--- src/rtl/seq_div_unit.sv ---
// seq_div_unit: sequential unsigned restoring divider with valid/ready handshakes.
// Takes one (a, b) pair at a time. It produces one quotient bit per clock and
// returns quot/rem WIDTH cycles after the pair is accepted. A zero divisor skips
// the iteration and reports div_by_zero on the cycle after acceptance.
//
// Ports:
//   clk          - clock, all state updates on the rising edge
//   rst_n        - synchronous active-low reset
//   in_valid     - operand pair offered
//   in_ready     - block is idle and can accept a pair (decoded from state)
//   a, b         - unsigned dividend / divisor
//   out_valid    - result available (decoded from state)
//   out_ready    - downstream accepts the result
//   quot, rem    - unsigned quotient / remainder, held until the next result
//   div_by_zero  - current result came from b == 0
module seq_div_unit #(
   parameter int unsigned WIDTH = 16
) (
   input  logic             clk,
   input  logic             rst_n,
   input  logic             in_valid,
   output logic             in_ready,
   input  logic [WIDTH-1:0] a,
   input  logic [WIDTH-1:0] b,
   output logic             out_valid,
   input  logic             out_ready,
   output logic [WIDTH-1:0] quot,
   output logic [WIDTH-1:0] rem,
   output logic             div_by_zero
);

   // One extra bit on the partial remainder so the compare/subtract cannot overflow.
   localparam int unsigned PW = WIDTH + 1;

   typedef enum logic [1:0] {
      S_IDLE = 2'd0,
      S_CALC = 2'd1,
      S_DONE = 2'd2
   } state_t;

   state_t           state;
   state_t           state_nxt;

   logic [WIDTH-1:0] dvd_q;     // dividend bits shift out the top, quotient bits shift in the bottom
   logic [WIDTH-1:0] dvs_q;
   logic [WIDTH-1:0] cnt_q;
   logic [PW-1:0]    prem_q;

   logic             accept;
   logic             last_step;
   logic             b_zero;
   logic [PW-1:0]    prem_sh;
   logic [PW-1:0]    prem_nxt;
   logic             q_bit;
   logic [WIDTH-1:0] dvd_nxt;

   // Handshake decode
   assign in_ready  = (state == S_IDLE);
   assign out_valid = (state == S_DONE);
   assign accept    = in_valid && in_ready;
   assign b_zero    = (b == '0);
   assign last_step = (cnt_q == WIDTH'(1));

   // State register
   always_ff @(posedge clk) begin
      if (!rst_n) begin
         state <= S_IDLE;
      end else begin
         state <= state_nxt;
      end
   end

   // Next-state logic
   always_comb begin
      state_nxt = state;
      case (state)
         S_IDLE: begin
            if (accept) begin
               state_nxt = b_zero ? S_DONE : S_CALC;
            end
         end
         S_CALC: begin
            if (last_step) begin
               state_nxt = S_DONE;
            end
         end
         S_DONE: begin
            if (out_ready) begin
               state_nxt = S_IDLE;
            end
         end
         default: state_nxt = S_IDLE;
      endcase
   end

   // One restoring-division step
   always_comb begin
      prem_sh  = {prem_q[WIDTH-1:0], dvd_q[WIDTH-1]};
      q_bit    = (prem_sh >= {1'b0, dvs_q});
      prem_nxt = q_bit ? (prem_sh - {1'b0, dvs_q}) : prem_sh;
      dvd_nxt  = {dvd_q[WIDTH-2:0], q_bit};
   end

   // Operand capture, iteration and result registers
   always_ff @(posedge clk) begin
      if (!rst_n) begin
         dvd_q       <= '0;
         dvs_q       <= '0;
         cnt_q       <= '0;
         prem_q      <= '0;
         quot        <= '0;
         rem         <= '0;
         div_by_zero <= 1'b0;
      end else begin
         case (state)
            S_IDLE: begin
               if (accept) begin
                  dvd_q  <= a;
                  dvs_q  <= b;
                  prem_q <= '0;
                  cnt_q  <= WIDTH'(WIDTH);
                  if (b_zero) begin
                     quot        <= '0;
                     rem         <= a;
                     div_by_zero <= 1'b1;
                  end
               end
            end
            S_CALC: begin
               dvd_q  <= dvd_nxt;
               prem_q <= prem_nxt;
               cnt_q  <= cnt_q - WIDTH'(1);
               if (last_step) begin
                  quot        <= dvd_nxt;
                  rem         <= prem_nxt[WIDTH-1:0];
                  div_by_zero <= 1'b0;
               end
            end
            default: begin
            end
         endcase
      end
   end

endmodule

--- config.mk ---
export PLATFORM = sky130hd
export DESIGN_NAME = seq_div_unit
export DESIGN_NICKNAME = d
export VERILOG_FILES = /design/src/rtl/seq_div_unit.sv
export SDC_FILE = /design/constraint.sdc
export NUM_CORES = 1
export LEC_CHECK = 0
export BUFFER_PORTS_ARGS = -buffer_cell sky130_fd_sc_hd__buf_2
export CAP_MARGIN = 20
export CORE_ASPECT_RATIO = 0.5
export CORE_UTILIZATION = 50
export DETAILED_ROUTE_END_ITERATION = 7
export GPL_ROUTABILITY_DRIVEN = 0
export GPL_TIMING_DRIVEN = 0
export PLACE_DENSITY = 0.79
export SKIP_CTS_REPAIR_TIMING = 1
export SLEW_MARGIN = 10
export SYNTH_ARGS = -nofsm -noshare
export SYNTH_HDL_FRONTEND = slang
export SYNTH_SLANG_ARGS = --single-unit
--- constraint.sdc ---
create_clock -name clk -period 8.1 [get_ports clk]
set_clock_uncertainty 0.15 [all_clocks]
set_input_delay 2.43 -clock clk [delete_from_list [all_inputs] [get_ports clk]]
set_output_delay 2.43 -clock clk [all_outputs]
set_load 0.01 [all_outputs]
# == Word-level counts from Yosys, hierarchy flattened ==
# Cells that the tools add are included.
# totals
register_bits,99
latch_bits,0
ramBits,0
romBits,0
output_inout_bits,35
elab_cells,50
mem_count,0
# classes
add_sub_neg,2
mul,0
div,0
n_lt_le_gt_ge,1
eq_ne,7
shift,0
muxes,24
n_bitwise,0
reduce_logical,8
# op_table
op,n
$mux 16,10
$pmux 16 s2,5
$ge 17x16->1,1
$eq 16x1->1 const B,1
$logic_not 16->1,1
$sub 16x1->16 const B,1
$sub 16x16->16,1
$mux 2,4
$ne 2x1->1 const B,3
$pmux 2 s3,1
$reduce_and 2->1,2
$reduce_and 4->1,1
$mux 1,3
$reduce_and 3->1,1
$eq 2x1->1 const B,1
$eq 2x2->1 const B,1
$logic_not 2->1,1
$ne 2x2->1 const B,1
$pmux 1 s2,1
$reduce_bool 2->1,1
$logic_and 1x1->1,1

# == Depth between registers and ports, before layout ==
# Gate-level depths: netlist of run 1.
# logic_depth
ltp_word,4
mapped_depth,10

# == Worst setup path before layout of run 1 ==
# Ideal clock, no wire load.
# synth_path
path_type,in2reg
start,input port b[3]
end,register rem[14]
setup_ps,123
arrival_ps,3705
required_time_ps,7827
setup_slack_ps,4122
cell_stages,8
path_cell_list,nor4_1 nand4_1 clkbuf_1 buf_1 nor2_1 nor2_1 a311oi_1 a21oi_1
# synth_between
elab_chain_cells,3
# synth_rtl
item,line_no,rtl
from (decl),24,"input logic [WIDTH-1:0] b,"
$logic_not 16->1,61,assign b_zero = (b == '0);
$ne 2x1->1 (no source line),-,
$reduce_and 4->1 (no source line),-,
to (signal assigned),135,rem <= prem_nxt[WIDTH-1:0];
to (decl),28,"output logic [WIDTH-1:0] rem,"
# Every way passes these cells.
# A chain may end at the register's enable or synchronous reset.

# == Final worst setup path of run 1 ==
# layout_path
start,input port b[0]
end,register rem[12]
# The elaborated chain is that of the path after synthesis.

==> results.cfg, run 1 <==
[global_routing]
grt_pass1_wl_um = 24100
grt_overflow = 0
grt_usage_pct = 28.4
antenna_found_initial = 0
grt_max_degree = 19
grt_pass1_vias = 4770

[layout]
final_cell_mix = 99 x dfxtp_1, 89 x nor2_1, 77 x buf_2, 76 x nand2_1, 58 x a21oi_1
final.fill_count = 941
final_core_util_pct = 59.8
num_antenna_cells = 0
final-seq-area_um2 = 1980
nets = 806
drive_gt1_share_pct = 15.5
area_growth_pct = 15.2
multiInputGateArea_um2 = 3110
final_common_cell = dfxtp_1

[power_and_ir_drop]
vdd_drop_max_v = 0.000182
power.density_nw_per_um2 = 348
power.leakage_nw = 2.46
total_power_mw = 2.14

[timing]
setup_violations = 0
tightest_slew_ns = 0.765
maxSlewHeadroom_pct = 48.5
fin_crit_ns = 4.40
rsz0062_at_grt = no
maxSlewViolCount = 0
fmax_ghz = 0.227
finalHoldViolCount = 0
setup_slack_ns = 3.70
final_min_period_over_clock_period_pct = 54.3
tns_ns = 0

[synthesis]
netlist.area_leader.share_pct = 37.1
syn_avg_cell_area_um2 = 7.97
yosys_register_bits = 99
ys_types = 63
ys_seq_area_share_pct = 37.1
synth_area_leader_cell = dfxtp_1
ys_async_sr_fraction_pct = 0
synth_area_um2 = 5340
yosys_warnings = 0
synth_edf_count = 0
synthFlopType = dfxtp_1
synth.area.top_cells = dfxtp_1 37%, nor2_1 6.3%, a21oi_1 5.4%
synth_cells = 670
syn_nets = 725

[clocking]
clk_latency_ns = 0.35
htree_levels = 3
cts_buffers = 9
clk_pin_slew_ns = 0.07
clkSinkCount = 99
tritoncts = done
ctsRootBufferMaster = clkbuf_16
clockBufferDepth = 2

[worst_setup_path]
cp.arrival_ns = 4.48
rr_startpoint = prem_q[13]
crit_path_start_kind = input pin
critical_path_required_ns = 8.18
worst_r2r_path_depth = 8
rrSetupSlack_ns = 4.75
r2r-end = prem_q[6]
cp-end-kind = register
crit_type = in -> reg
worst-path-max-fanout = 10

[placement]
dp_slack_ns = 3.32
dp_hpwl_um = 11600
port-buffer-count = 70

[floorplanning]
die_h_um = 75.1
dieArea_um2 = 11100
core_um2 = 10300
start_util_pct = 51.9
die_x_um = 148
rows = 26
ios = 71

[routing]
drt-initial-drc-count = 424
post-route-drc-count = 0
viasPerCell = 6.08
wl_per_cell_um = 17.3
ant_nets = 0
vias = 5451
wirelength_um = 15500
first_pass_iters = 7

[hold_path]
hold_end = dvs_q[4]
whs_path_depth = 2
hold_path.class = reg -> reg
hp-start = dvs_q[4]

[outcome]
outcome = finished clean

[run]
maxCapViolations = 0
## area by class of cell
cell class,instances,area share [%]
clock buffers,9,3.66
plain buffers,40,2.77
repair buffers,70,5.70
well taps,140,2.85
multi-input cells,509,50.5
flip-flops and latches,99,32.2
clock inverters,7,0.976
inverters,22,1.34
## flip-flops by register name, indices dropped and copies added, names as in the netlist
name         flops
dvd_q           16
rem             16
div_by_zero      1
quot            16
prem_q          16
state            2
dvs_q           16
cnt_q           16
## worst max-delay path by stage
stage | to | startpoint | slack [ns]
after global placement | rem[12] | b[0] | 3.32
after floorplan | rem[14] | b[3] | 4.12
after CTS | rem[12] | b[0] | 3.69
final | rem[12] | b[0] | 3.70
after detailed placement | rem[12] | b[0] | 3.32
after global routing | rem[12] | b[0] | 3.53
## per-layer routing
layer,share of wire (%),global-route usage (%),vias to the layer above
li1,-,-,2615
met1,45,38.3,2552
met2,43,45.1,255
met3,9.5,6.67,29
met4,2.1,10.1,0
met5,0,0,-
## worst max-delay path, cell delays in order
cell      delay, ns
buf_2          0.11
nor4_1         0.39
nand4_1        0.38
clkbuf_1       0.34
buf_1          0.27
nor2_1         0.14
nor2_1         0.05
o21ai_0        0.24
o211ai_1       0.13
## report_power, final
part | total (mW) | switching, mW | internal, mW
Combinational | 1.12 | 0.719 | 0.406
Clock | 0.420 | 0.205 | 0.214
Sequential | 0.598 | 0.0566 | 0.542
Total | 2.14 | 0.981 | 1.16
## metrics by stage
| stage | hold WS (ns) | instance area (um2) | std cells |
|---|---|---|---|
| 6_report | 0.307 | 6150 | 896 |
| 5_1_grt | 0.327 | 6150 | 896 |
| 3_5_place_dp | 0.298 | 5870 | 880 |
| 4_1_cts | 0.308 | 6150 | 896 |
| 2_1_floorplan | 0.286 | 5340 | 670 |
| 3_3_place_gp | 0.294 | 5870 | 880 |
## logic make-up after synthesis
kind of cell,share of synthesized area (%)
AOI/OAI and AO/OA,26.5
xor gates and xnor gates,1.80
adders and majority gates,4.59
buffers and inverters,4.73
DFF,37.1
muxes,1.57
and+or+nand+nor,23.7
## synth_stat cells, types with 3 or more instances
cell type / number
dfxtp_1: 99
nand3b_1: 3
inv_1: 21
o31a_1: 5
o21bai_1: 4
buf_2: 7
xor2_1: 3
nor3_1: 9
ha_1: 18
and2_1: 8
nand3_1: 15
nand4_1: 6
and3_1: 6
nor2_1: 89
nand4b_1: 3
o221ai_1: 7
clkbuf_1: 30
a21oi_1: 58
a21o_1: 4
o221a_2: 9
a211oi_1: 9
mux2_2: 3
nor4_1: 9
o21a_1: 11
nor2b_1: 13
mux2i_1: 5
a31oi_1: 9
a32oi_1: 5
a22oi_1: 16
or4_1: 6
xnor2_1: 8
nand2_1: 76
o21ai_0: 30
a311oi_1: 11
or3_1: 9
and4_1: 3
nand2b_1: 4
o211ai_1: 10
(Power assumes the default switching activity.)
==> inputs of run 2 (changes only) <==
ABC_AREA = 1   (was default)
clock period = 4.4 ns   (was 8.1 ns; I/O delays follow)
==> run 2 against run 1 <==
  * Area after synthesis rose by 2.2%
  * Via count rose by 0.79%
  * Flip-flop and latch count did not move
  * Die area rose by 2.2%
  * Highest routed layer unchanged
==> results.cfg, run 2 <==
[worst_setup_path]
critPathBufInv = 2
cp.arrival_ns = 3.03
critical_path.cell_chain = buf_2, nor2_1, nand2_1, nor2_1, nand2_1, nand2_1, nand4_2, clkbuf_1, nor2_1, a21oi_1
worst_r2r_path_depth = 11
cp_slowest_cell = clkbuf_1
worst-path-max-fanout = 10
critical_path_required_ns = 4.48
worst-path-stages = 10
slowest_delay_ns = 0.30
crit_path_start_kind = input pin
cp_top_family = simple AND/OR/NAND/NOR gates
cp-end-kind = register
crit_type = in -> reg

[synthesis]
ys_types = 39
syn_avg_cell_area_um2 = 6.66
synth_cells = 819
synth_area_um2 = 5460
synthTopCellsByCount = 218 x nand2_1, 124 x a21oi_1, 108 x inv_1, 99 x dfxtp_1, 53 x nor2_1
synthFlopType = dfxtp_1
synth_area_leader_cell = dfxtp_1
synth_edf_count = 0
yosys_register_bits = 99
ys_seq_area_share_pct = 36.3
yosys_warnings = 0
syn_nets = 874
ys_async_sr_fraction_pct = 0
synth.area.top_cells = dfxtp_1 36%, nand2_1 15%, a21oi_1 11%
netlist.area_leader.share_pct = 36.3
yosysMostFrequentCell = nand2_1

[clocking]
clk_latency_ns = 0.35
clockBufferDepth = 2
tritoncts = done
clk_pin_slew_ns = 0.08
ctsRootBufferMaster = clkbuf_16
cts_buffers = 9
htree_levels = 3
clkSinkCount = 99

[timing]
maxSlewHeadroom_pct = 54.8
final_min_period_over_clock_period_pct = 67.1
fmax_ghz = 0.339
tightest_slew_ns = 0.678
setup_slack_ns = 1.45
maxSlewViolCount = 0
rsz0062_at_grt = no
tns_ns = 0
setup_violations = 0
finalHoldViolCount = 0
whs_ns = 0.314
fin_crit_ns = 2.95

[routing]
ant_nets = 0
viasPerCell = 5.26
wirelength_um = 15100
first_pass_iters = 5
drt-initial-drc-count = 442
post-route-drc-count = 0
vias = 5494
wl_per_cell_um = 14.4

[layout]
num_antenna_cells = 0
area_growth_pct = 15.2
drive_gt1_share_pct = 15.9
final_cell_mix = 218 x nand2_1, 124 x a21oi_1, 108 x inv_1, 99 x dfxtp_1, 75 x buf_2
nets = 954
final_common_cell = nand2_1
final_core_util_pct = 60.4
final.fill_count = 1000

[floorplanning]
core_um2 = 10400
dieArea_um2 = 11400
ios = 71
die_h_um = 75.9
die_x_um = 150
rows = 26
start_util_pct = 52.4

[run]
maxCapViolations = 0

[power_and_ir_drop]
power.leakage_nw = 3.05
switchingPower_mw = 2.07
pwr-share-comb_pct = 53.0
internal_power_mw = 2.36
seq_power_share_pct = 28.2
vdd_drop_max_v = 0.000277
p_clk_share_pct = 18.7
power.density_nw_per_um2 = 706
swShare_pct = 46.7

[global_routing]
grt_max_degree = 19
grt_pass1_vias = 4865
grt_pass1_wl_um = 23900
grt_usage_pct = 27.5
antenna_found_initial = 0
grt_overflow = 0

[placement]
dp_hpwl_um = 11600
port-buffer-count = 69
dp_slack_ns = 1.12

[hold_path]
hold_path.class = reg -> reg
whs_path_depth = 2

[outcome]
outcome = finished clean
[run 2: cell types whose count changed in the layout (fill, tap and decap cells not counted), moves of 15 or more]
cell     delta
a21oi_1    +66
a22oi_1    -15
inv_1      +87
nand2_1   +142
nand3_1    +27
nor2_1     -36
[run 2: final timing paths]
| path | startpoint | endpoint | slack (ns) |
|---|---|---|---|
| setup / recovery | b[6] | rem[3] | 1.45 |
| hold / removal | quot[8] | quot[8] | 0.31 |
| setup reg to reg | dvd_q[15] | prem_q[8] | 2.03 |
| hold reg to reg | quot[8] | quot[8] | 0.31 |
[run 2: routing by layer]
layer,vias up,wire length (um),GRT usage (%)
met2,225,6580,44.9
met1,2480,7050,37.5
li1,2772,-,-
met3,17,1230,4.97
met5,-,0,0
met4,0,195,8.98
[run 2: layout make-up]
type                            count  area (um2)  area share (%)
Tap cell                          140         175            2.79
Multi-Input combinational cell    566        2860            45.4
Inverter                          121         454            7.22
Clock inverter                      7        85.1            1.35
Timing Repair Buffer               69         345            5.49
Buffer                             33         166            2.65
Sequential cell                    99        1980            31.5
Clock buffer                        9         225            3.58
[run 2: power groups by stage]
stage	Clock, mW	Combinational [mW]	Sequential, mW
after detailed placement	0	2.29	1.27
after floorplan	0	1.73	1.26
after CTS	0.839	2.31	1.25
after global routing	0.867	2.62	1.28
final	0.831	2.35	1.25
after global placement	0	2.24	1.26
[run 2: worst min-delay path: cells and delay by family, from the launching register on]
| family | cells | cell delay, ns |
|---|---|---|
| flip-flops | 1 | 0.31 |
| AND/OR/NAND/NOR | 1 | 0.06 |
| AO/OA/AOI/OAI | 1 | 0.05 |
[run 2: cell families (layout without fill, tap and decap cells)]
kind of cell / count (synthesis) / count (layout) / share of synthesized area, %
AND/OR/NAND/NOR: 374 / 374 / 30.4
XOR/XNOR: 6 / 6 / 0.963
adder cells (fa/ha/maj): 19 / 19 / 4.49
AO/OA/AOI/OAI: 167 / 167 / 16.4
buffers and inverters: 154 / 239 / 11.4
flip-flops: 99 / 99 / 36.3
[run 2: metrics by stage]
step                      power (mW)  cells  instance area (um2)
after CTS                       4.40   1044                 6290
after global placement          3.50   1028                 5980
after floorplan                 2.99    819                 5460
final                           4.44   1044                 6290
after detailed placement        3.55   1028                 5980
after global routing            4.77   1044                 6290
==> inputs of run 3 (changes only) <==
PLACE_DENSITY = 0.81   (was 0.79)
clock period = 2.6 ns   (was 4.4 ns; I/O delays follow)
==> run 3 against run 2 <==
  * Sequential share of layout area about the same
  * Via count increased by 1.5%
  * Global-route usage decreased by 0.52 points
  * Clock-buffer cell count unchanged
  * Non-clock buffer count unchanged
  * Total power increased by 70%
  * Sequential power increased by 70%
  * First-iteration DRC count increased by 17%
  * Critical path type is now reg -> reg
  * Critical endpoint is now prem_q[12]
==> results.cfg, run 3 (synthesis gave the netlist of run 2 again) <==
[outcome]
outcome = finished clean

[timing]
fin_crit_ns = 2.42
finalHoldViolCount = 0
setup_violations = 0
final_min_period_over_clock_period_pct = 93.3
fmax_ghz = 0.412
rsz0062_at_grt = no
maxSlewHeadroom_pct = 51.8
tns_ns = 0
tightest_slew_ns = 0.722
maxSlewViolCount = 0
setup_slack_ns = 0.175

[worst_setup_path]
cpMostUsedCell = nand3_1
worst-path-max-fanout = 4
critPathBufInv = 2
cp_slowest_cell = a21oi_1
crit_path_start_kind = register
cp-end-kind = register
critical_path.cell_chain = inv_1, ha_1, inv_1, fa_1, nand2_1, a21oi_1, nand3_1, nand3_1, nand2_1, nand3_1, nand3_1, a21oi_1
crit_type = reg -> reg
slowest_delay_ns = 0.37
cp_top_family = simple AND/OR/NAND/NOR gates
critical_path_required_ns = 2.73
cp.arrival_ns = 2.55

[floorplanning]
die_x_um = 150
dieArea_um2 = 11400
start_util_pct = 52.4
core_um2 = 10400
ios = 71
die_h_um = 75.9
rows = 26

[clocking]
clkSinkCount = 99
clk_latency_ns = 0.36
tritoncts = done
ctsRootBufferMaster = clkbuf_16
clk_pin_slew_ns = 0.08
htree_levels = 3
cts_buffers = 9
clockBufferDepth = 2

[global_routing]
grt_pass1_vias = 5006
grt_pass1_wl_um = 23400
grt_max_degree = 20
grt_usage_pct = 27.0
antenna_found_initial = 0
grt_overflow = 0

[routing]
wirelength_um = 15100
post-route-drc-count = 0
first_pass_iters = 5
viasPerCell = 5.34
wl_per_cell_um = 14.5
vias = 5575
drt-initial-drc-count = 516
ant_nets = 0

[placement]
port-buffer-count = 69
dp_slack_ns = -0.123
dp_hpwl_um = 11600

[power_and_ir_drop]
power.density_nw_per_um2 = 1200
vdd_drop_max_v = 0.000432
power.leakage_nw = 3.05

[layout]
drive_gt1_share_pct = 15.9
final.fill_count = 980
area_growth_pct = 15.3
final_common_cell = nand2_1
num_antenna_cells = 0
nets = 954
final_cell_mix = 218 x nand2_1, 124 x a21oi_1, 108 x inv_1, 99 x dfxtp_1, 75 x buf_2

[hold_path]
hold_path.class = reg -> reg

[run]
maxCapViolations = 0
-- run 3: cell types whose count changed in the layout (fill, tap and decap cells not counted) --
cell	delta
inv_8	+2
clkinv_4	-1
clkinvlp_4	-1
-- run 3: metrics by stage --
step                      util (%)  cell area, um2  instances  hold slack, ns  total power, mW
final                         60.5            6290       1044           0.311             7.54
after floorplan                  -            5460        819           0.285             5.06
after detailed placement      57.4            5980       1028           0.302             6.01
after global routing          60.5            6290       1044           0.335             8.11
after global placement        57.4            5980       1028           0.301             5.91
after CTS                     60.5            6290       1044           0.313             7.46
-- run 3: path summary, 6_finish.rpt --
kind / depth (start not counted) / endpoint / start / slack [ns]
min: 2 / dvs_q[6] / dvs_q[6] / 0.31
max: 12 / prem_q[12] / dvd_q[15] / 0.18
max reg2reg: 12 / prem_q[12] / dvd_q[15] / 0.18
min reg2reg: 2 / dvs_q[6] / dvs_q[6] / 0.31
-- run 3: layout make-up --
| type | count | area, um2 | share of cell area, % |
|---|---|---|---|
| well taps | 140 | 175 | 2.78 |
| multi-input cells | 566 | 2860 | 45.4 |
| flip-flops and latches | 99 | 1980 | 31.5 |
| inverters | 121 | 454 | 7.22 |
| plain buffers | 33 | 166 | 2.64 |
| clock inverters | 7 | 91.3 | 1.45 |
| clock buffers | 9 | 225 | 3.58 |
| repair buffers | 69 | 345 | 5.49 |
-- run 3: power breakdown --
group | internal [mW] | switching (mW)
clock | 0.774 | 0.658
sequential | 1.88 | 0.234
combinational | 1.36 | 2.63
-- run 3: per-layer routing --
layer | part of all wire [%] | wire (um) | track usage, %
met5 | 0 | 0 | 0
met1 | 46 | 6920 | 35.3
met3 | 7.3 | 1110 | 4.19
met4 | 1.7 | 258 | 10.1
met2 | 45 | 6820 | 46.1
-- run 3: worst min-delay path: cells and delay by family, from the launching register on --
family	cells	cell delay, ns
buffers and inverters	1	0.06
AOI/OAI and AO/OA	1	0.06
DFF	1	0.30
